[config.mk]
export PLATFORM = sky130hd
export DESIGN_NAME = load_unit_param
export DESIGN_NICKNAME = d
export VERILOG_FILES = /design/src/rtl/load_unit_param.sv
export SDC_FILE = /design/constraint.sdc
export NUM_CORES = 2
export LEC_CHECK = 0
export CAP_MARGIN = 20
export CORE_MARGIN = 2
export CORE_UTILIZATION = 45
export CTS_BUF_LIST = sky130_fd_sc_hd__clkbuf_8
export CTS_CLUSTER_DIAMETER = 120
export CTS_CLUSTER_SIZE = 28
export DETAILED_ROUTE_END_ITERATION = 6
export GPL_TIMING_DRIVEN = 0
export SLEW_MARGIN = 25
export SYNTH_ARGS = -nofsm -noshare
export SYNTH_HDL_FRONTEND = slang
export SYNTH_SLANG_ARGS = --single-unit
[constraint.sdc]
create_clock -name clk -period 5.7 [get_ports clk]
set_input_delay 1.14 -clock clk [delete_from_list [all_inputs] [get_ports clk]]
set_output_delay 1.14 -clock clk [all_outputs]
set_load 0.1 [all_outputs]
[src/rtl/load_unit_param.sv]
// load_unit_param: multi-cycle RISC-V load unit (IDLE->ADDR->MEM->WB) with internal x-regs and byte memory.
// Optional macro LOAD_MISALIGN_SPLIT_EN: misaligned loads run as two aligned accesses instead of faulting.
module load_unit_param #(
  parameter  int XLEN      = 64,
  parameter  int NREGS     = 32,
  parameter  int MEM_BYTES = 256,
  parameter  int MEM_LAT   = 1,
  localparam int IW        = $clog2(NREGS)
) (
  input  logic            clk,
  input  logic            reset,
  input  logic            start,
  input  logic [IW-1:0]   rs1_idx,
  input  logic [IW-1:0]   rd_idx,
  input  logic [XLEN-1:0] offset,
  input  logic [2:0]      funct3,
  output logic            busy,
  output logic            done,
  output logic [XLEN-1:0] rs1_val,
  output logic [XLEN-1:0] addr,
  output logic [XLEN-1:0] rdata,
  output logic            misaligned,
  output logic            illegal
);
  localparam int AW = $clog2(MEM_BYTES);
  localparam int CW = (MEM_LAT > 1) ? $clog2(MEM_LAT) : 1;
  localparam logic [1:0] S_IDLE = 2'd0, S_ADDR = 2'd1, S_MEM = 2'd2, S_WB = 2'd3;
`ifdef LOAD_MISALIGN_SPLIT_EN
  localparam bit SPLIT = 1'b1;
`else
  localparam bit SPLIT = 1'b0;
`endif

  logic [1:0]      r_state;
  logic [IW-1:0]   r_rs1, r_rd;
  logic [XLEN-1:0] r_off;
  logic [2:0]      r_f3;
  logic [CW-1:0]   r_cnt;
  logic            r_second;
  logic [XLEN-1:0] r_lo;
  logic [XLEN-1:0] r_regs [NREGS];

  // Data memory image has no write port on this unit: byte i holds i mod 256.
  logic [7:0] w_mem [MEM_BYTES];
  for (genvar g = 0; g < MEM_BYTES; g++) begin : g_mem
    assign w_mem[g] = 8'(g);
  end

  logic [3:0]        w_sz;
  logic [2:0]        w_boff;
  logic              w_ill, w_mis, w_fault, w_last;
  logic [XLEN-1:0]   w_base, w_fa, w_fetch, w_mask, w_raw, w_ext;
  logic [2*XLEN-1:0] w_merged;

  always_comb begin
    w_sz    = 4'd1 << r_f3[1:0];
    w_ill   = (r_f3 == 3'b111) || (XLEN == 32 && (r_f3 == 3'b011 || r_f3 == 3'b110));
    w_boff  = addr[2:0] & 3'(w_sz - 4'd1);
    w_mis   = !w_ill && (w_boff != 3'd0);
    w_fault = w_ill || (w_mis && !SPLIT);
    w_last  = (r_cnt == CW'(MEM_LAT - 1));
    w_base  = addr & ~XLEN'(w_sz - 4'd1);
    // Second pass of a split access fetches the next aligned chunk.
    w_fa    = r_second ? w_base + XLEN'(w_sz) : w_base;
    w_fetch = '0;
    for (int k = 0; k < XLEN/8; k++)
      w_fetch[k*8 +: 8] = w_mem[AW'(w_fa) + AW'(k)];
    w_mask   = (w_sz >= 4'(XLEN/8)) ? '1 : ((XLEN'(1) << (w_sz * 8)) - XLEN'(1));
    w_merged = {{XLEN{1'b0}}, r_lo & w_mask} | ({{XLEN{1'b0}}, w_fetch & w_mask} << (w_sz * 8));
    w_raw    = (r_second ? XLEN'(w_merged >> (w_boff * 8)) : w_fetch) & w_mask;
    w_ext    = (!r_f3[2] && w_raw[w_sz*8-1]) ? (w_raw | ~w_mask) : w_raw;
  end

  assign busy = (r_state != S_IDLE);

  always_ff @(posedge clk) begin
    if (reset) begin
      r_state    <= S_IDLE;
      done       <= 1'b0;
      misaligned <= 1'b0;
      illegal    <= 1'b0;
      rs1_val    <= '0;
      addr       <= '0;
      rdata      <= '0;
      r_rs1      <= '0;
      r_rd       <= '0;
      r_off      <= '0;
      r_f3       <= '0;
      r_cnt      <= '0;
      r_second   <= 1'b0;
      r_lo       <= '0;
      for (int i = 0; i < NREGS; i++) r_regs[i] <= XLEN'(8 * i);
    end else begin
      done       <= 1'b0;
      misaligned <= 1'b0;
      illegal    <= 1'b0;
      case (r_state)
        S_IDLE: if (start) begin
          r_rs1   <= rs1_idx;
          r_rd    <= rd_idx;
          r_off   <= offset;
          r_f3    <= funct3;
          r_state <= S_ADDR;
        end
        S_ADDR: begin
          rs1_val  <= r_regs[r_rs1];
          addr     <= r_regs[r_rs1] + r_off;
          r_cnt    <= '0;
          r_second <= 1'b0;
          r_state  <= S_MEM;
        end
        S_MEM: begin
          if (!w_last) r_cnt <= r_cnt + 1'b1;
          else if (SPLIT && w_mis && !r_second) begin
            r_lo     <= w_fetch;
            r_second <= 1'b1;
            r_cnt    <= '0;
          end else begin
            rdata   <= w_fault ? '0 : w_ext;
            r_state <= S_WB;
          end
        end
        default: begin
          done       <= 1'b1;
          illegal    <= w_ill;
          misaligned <= w_mis && !SPLIT;
          if (!w_fault && r_rd != '0) r_regs[r_rd] <= rdata;
          r_state    <= S_IDLE;
        end
      endcase
    end
  end
endmodule

* Word-level counts from Yosys, hierarchy flattened
Memories as Yosys holds them, arrays and structs flattened. A register that Yosys moved wholly into a read port is not among the register bits.
Cells that the tools add are included.
** Storage, ports and cells
- Register bits after elaboration :: 275
- Bits in writable memories :: 2048
- ROM bits :: 16384
- Bits of input ports :: 80
- Output and inout port bits :: 196
- Word-level logic and storage cells :: 122
- Memories :: 9
** Operators by class
- Add/sub/neg operators :: 13
- Magnitude comparators :: 10
- Eq/ne operators :: 5
- Shifts and indexed selects :: 2
- Mux-type cells :: 38
- Bitwise gates (word level) :: 15
- Reduce and logical (&&, ||, !) cells :: 18
** Memory list
- (name not given) :: words 256, width 8, rd ports 1, clocked after Yosys merged registers in 0, wr ports 0, line 67 : w_fetch[k*8 +: 8] = w_mem[AW'(w_fa) + AW'(k)];
- (name not given) :: words 256, width 8, rd ports 1, clocked after Yosys merged registers in 0, wr ports 0, line 67
- (name not given) :: words 256, width 8, rd ports 1, clocked after Yosys merged registers in 0, wr ports 0, line 67
- (name not given) :: words 256, width 8, rd ports 1, clocked after Yosys merged registers in 0, wr ports 0, line 67
- (name not given) :: words 256, width 8, rd ports 1, clocked after Yosys merged registers in 0, wr ports 0, line 67
- (name not given) :: words 256, width 8, rd ports 1, clocked after Yosys merged registers in 0, wr ports 0, line 67
- +3 memories
** Operators by type and width (count)
- 2-to-1 mux 64 bit :: 4
- 2-to-1 mux 8 bit :: 16
- >= comparator 9 bit, second input constant :: 8
- inverter 8 -> 9 bit :: 8
- adder 64 bit :: 1
- AND 64 bit :: 1
- inverter 64 bit :: 1
- bitwise OR 64 bit :: 1
- OR reduction 64 bit :: 1
- left shift 1 x 7 -> 64 bit, first input constant :: 1
- subtractor 64 x 1 -> 64 bit, second input constant :: 1
- adder 8 x 3 -> 8 bit, second input constant :: 4
- < comparator 32 x 7 -> 1 bit, second input constant :: 1
- adder 8 x 2 -> 8 bit, second input constant :: 2
- 2-to-1 mux 5 bit :: 3
- 2-to-1 mux 1 bit :: 10
- adder 8 x 1 -> 8 bit, second input constant :: 1
- AND 8 bit :: 1
- inverter 8 bit :: 1
- subtractor 7 x 1 -> 8 bit, second input constant :: 1
- binary-select mux 1 bit (select 6 bit) :: 1
- case mux 2 bit (3 select lines) :: 1
- AND reduction 2 bit :: 3
- nonzero test 5 bit :: 1
- other kinds (21) :: 28

* Longest topological paths before layout
- Word-level depth :: 15
- Gate-level depth with buffers :: 19
- Mapped depth without buffers :: 16

* Worst setup path after synthesis
No wires, ideal clock.
- Path kind :: register -> register
- From :: register with a tool-made name
- To :: register addr[32]
- Library setup time :: 126 ps
- Arrival time :: 4850 ps
- Required time :: 5574 ps
- Path slack :: 724 ps
- Stages on the path, launching flop included :: 20
- Buffers on the path :: 3
- Clock period less this slack :: 4976 ps
- Cells stage by stage :: dfxtp_1 -> buf_2 -> buf_1 -> buf_2 -> mux4_2 -> mux4_2 -> mux2_2 -> ha_1 -> fa_1 -> a21o_1 -> a221oi_2 -> nor3_1 -> nor3_2 -> nor2_1 -> nand3_1 -> nand2_1 -> a221o_1 -> o211ai_1 -> xor2_1 -> o21ai_1
** RTL lines
- end signal, assigned :: line 107 : addr <= r_regs[r_rs1] + r_off;
- end, declared :: line 20 : output logic [XLEN-1:0] addr,

==> results.toml <==
[status]
outcome = "finished, violations left"
violations = "DRC, setup timing"

[synthesis]
synth_top_cell_area_share_pct = 58.4
synth_top_family_by_area = "multiplexers"
synth_edf_count = 1984
synthAdderAreaFrac_pct = 0.965
synthSimpleGateAreaFrac_pct = 14.3
ys_types = 74
muxShareOfSynthArea_pct = 14.7
syn_area_per_cell_um2 = 15.0
synth_top_area_cell = "edfxtp_1"
ys_top_cells_by_area = "edfxtp_1 58%, mux4_2 14%, and2_1 11%, dfxtp_1 5.4%, clkbuf_1 2.1%"
synth_xor_area_share_pct = 0.644
netlist_area_um2 = 102000
async_flop_share_pct = 0
yosys_warnings = 0
synth_seq_cells = 2259
yosysSeqAreaShare_pct = 63.8
synth_flop_cell = "edfxtp_1"
synth_compound_area_share_pct = 3.00
synthCells = 6794

[finish]
fin_nets = 7459
drive_above_1_share_pct = 15.1
final_util_pct = 50.2
syn_to_final_growth_pct = 10.9

[grt]
antenna_found_initial = 31
grt_use_total_pct = 28.0
grt_max_degree = 38
grt_pass1_wl_um = 453000
grt_pass1_vias = 60393
overflow = 0

[power_and_ir_drop]
leakage_nw = 38.9
power.density_nw_per_um2 = 345
peakVddDrop_mv = 0.283
total_power_mw = 39.0

[clocking]
cts_buffer_depth = 3
clock_sinks = 2259
cts_buffers = 90
cts_tree = "done"
cts.root.buffer_cell = "clkbuf_8"
insertion_delay_ps = 1000
clk_pin_slew_ps = 170
htree_levels = 3
cts_hold_buf = 0

[die]
die_y_um = 480
dieArea_um2 = 230000
fp.coreArea_um2 = 225000
io_pins = 276
chipWidth_um = 480
initial_core_util_pct = 45.3
row_count = 174

[timing]
tightest_slew_ps = 1160
rsz0062_at_grt = "true"
hold_viol = 0
setup-violations-final = 27
fin_crit_sh_pct = 101
drv_slew = 0
layout_setup_ws_ps = -60.0
finClkSkew_ps = 106
fmax_ghz = 0.174
min_period_ps = 5760
slew-limit-headroom_pct = 23.0

[setup_path]
path_class = "flop to flop"
cp_max_fo = 35
max_stage_delay_ps = 890
r2r-start = "r_rd[4]$_SDFFE_PP0P_"
reg2reg_to = "r_regs[19][42]$_SDFFCE_PN0P_"
crit_slowest_cell = "clkbuf_1"
crit_top_cell = "clkbuf_1"
r2r_slack_ps = -60
reg2regPathDepth = 11
cp.required_ps = 6310
start_kind = "flop"
path_delay_family = "buffers and inverters"
cp-end-kind = "flop"
cp_cell_sequence = "clkbuf_1 > or3_1 > clkbuf_1 > nor3_1 > and4b_1 > nand3_1 > clkbuf_1 > nor2_4 > clkbuf_1 > or2_4 > buf_16"
arrival_ps = 6370
cp_num_buf_inv = 5

[worst_hold_path]
holdCritStartpoint = "addr[19]$_SDFFE_PP0P_"
holdPathStages = 2
hold_end = "addr[19]$_SDFFE_PP0P_"
hp-class = "flop to flop"

[drt]
ant_nets = 0
vias = 60188
wirelength_um = 325000
via_per_inst = 5.80
drc_errors = 3
drt_iter0_markers = 7384
routedWlPerCell_um = 31.3
drt-pass1-iter-count = 7

[placed_design]
gp_congestion = 0.932
pre_cts_ws_ps = -1590
post-dp-hpwl_um = 252000
io_buffers = 274

[run]
drv_cap = 0
==> stage by stage <==
stage	TNS, ps	hold slack [ps]	std cells	area, um^2
floorplan	0	436	6855	102000
global placement	-2249990	443	10121	109000
detailed placement	-49060	447	10207	111000
CTS	-27.0	467	10365	113000
global route	-77.4	495	10359	113000
finish	-557	462	10374	113000
==> cell families (layout without fill, tap and decap cells) <==
family	after synthesis	in the layout
AO/OA/AOI/OAI	490	490
XOR/XNOR	75	75
adder cells (fa/ha/maj)	78	78
buffers and inverters	677	1187
flip-flops	2259	2259
multiplexers	712	712
other	1	78
AND/OR/NAND/NOR	2502	2503
==> worst register-to-register path, cell delays in order, from the launching register on <==
cell and delay (ps):
dfxtp_1 350, clkbuf_1 450, or3_1 210, clkbuf_1 610, nor3_1 120, and4b_1 450, nand3_1 270, clkbuf_1 510
nor2_4 740, clkbuf_1 900, or2_4 440, buf_16 250
==> power breakdown <==
part | switching [mW] | internal, mW
registers | 0.694 | 18.9
clock network | 4.97 | 1.54
logic | 8.72 | 4.19
==> cell usage after synthesis, types with 19 or more instances <==
cell and count:
a21o_1 39, a21oi_1 227, a22o_1 64, and2_1 1846, buf_1 23, buf_2 54, clkbuf_1 571, dfxtp_1 275
edfxtp_1 1984, ha_1 77, inv_1 24, mux2_2 61, mux2i_1 32, mux4_2 619, nand2_1 294, nand3_1 29
nand4_1 25, nor2_1 134, o21ai_0 56, o21ai_1 19, or2_2 31, or3_1 73, xnor2_1 47, xor2_1 28
==> cells in the final DEF (no fill, tap or decap), types with 54 or more instances in the layout <==
cell type / instances
edfxtp_1: 1984
a22o_1: 64
and2_1: 1846
nand2_1: 294
mux2_2: 56
conb_1: 62
or3_1: 73
mux4_2: 619
clkdlybuf4s50_1: 266
a21oi_1: 223
ha_1: 71
clkbuf_1: 499
clkbuf_8: 96
o21ai_0: 54
nor2_1: 107
inv_1: 83
dfxtp_1: 274
==> cell type report <==
class	count	area (um^2)
clock inverter	65	273
sequential	2259	65100
tap	2992	3740
buffer	638	2910
timing repair buffer	367	4700
fill	19098	112000
multi-input combinational	3920	34900
clock buffer	92	1270
antenna	16	40.0
inverter	25	93.8
==> repair_timing <==
item / CTS / global route
endpoints found under the hold margin: 0 / 0
pin swaps: 3 / 11
endpoints found under the setup margin: 54 / 102
cloned: 0 / 1
resized for setup: 131 / 69
buffers inserted: 3 / 4
==> per-layer routing <==
layer / routed length (um) / up-vias / GRT usage, %
met4: 14000 / 6 / 10.7
met5: 267 / - / 0
met3: 28900 / 461 / 5.34
met1: 127000 / 31233 / 37.1
li1: - / 25780 / -
met2: 155000 / 2708 / 46.1
==> sequential cells by signal, summed over array words and instances (netlist names), named ones only <==
register	count
r_rd	5
rdata	62
done	1
r_regs	1984
misaligned	1
r_off	64
rs1_val	62
r_state	2
r_f3	3
r_rs1	5
illegal	1
addr	64
==> how the worst max path moves through the flow <==
stage	startpoint	endpoint	depth (start not counted)
floorplan	flop	addr[32]$_SDFFE_PP0P_	19
global placement	flop	addr[62]$_SDFFE_PP0P_	19
detailed placement	flop	addr[62]$_SDFFE_PP0P_	19
CTS	flop	addr[62]$_SDFFE_PP0P_	18
global route	flop	addr[59]$_SDFFE_PP0P_	19
finish	r_rd[4]$_SDFFE_PP0P_	r_regs[19][42]$_SDFFCE_PN0P_	11
Power figures use the tool's default switching activity.
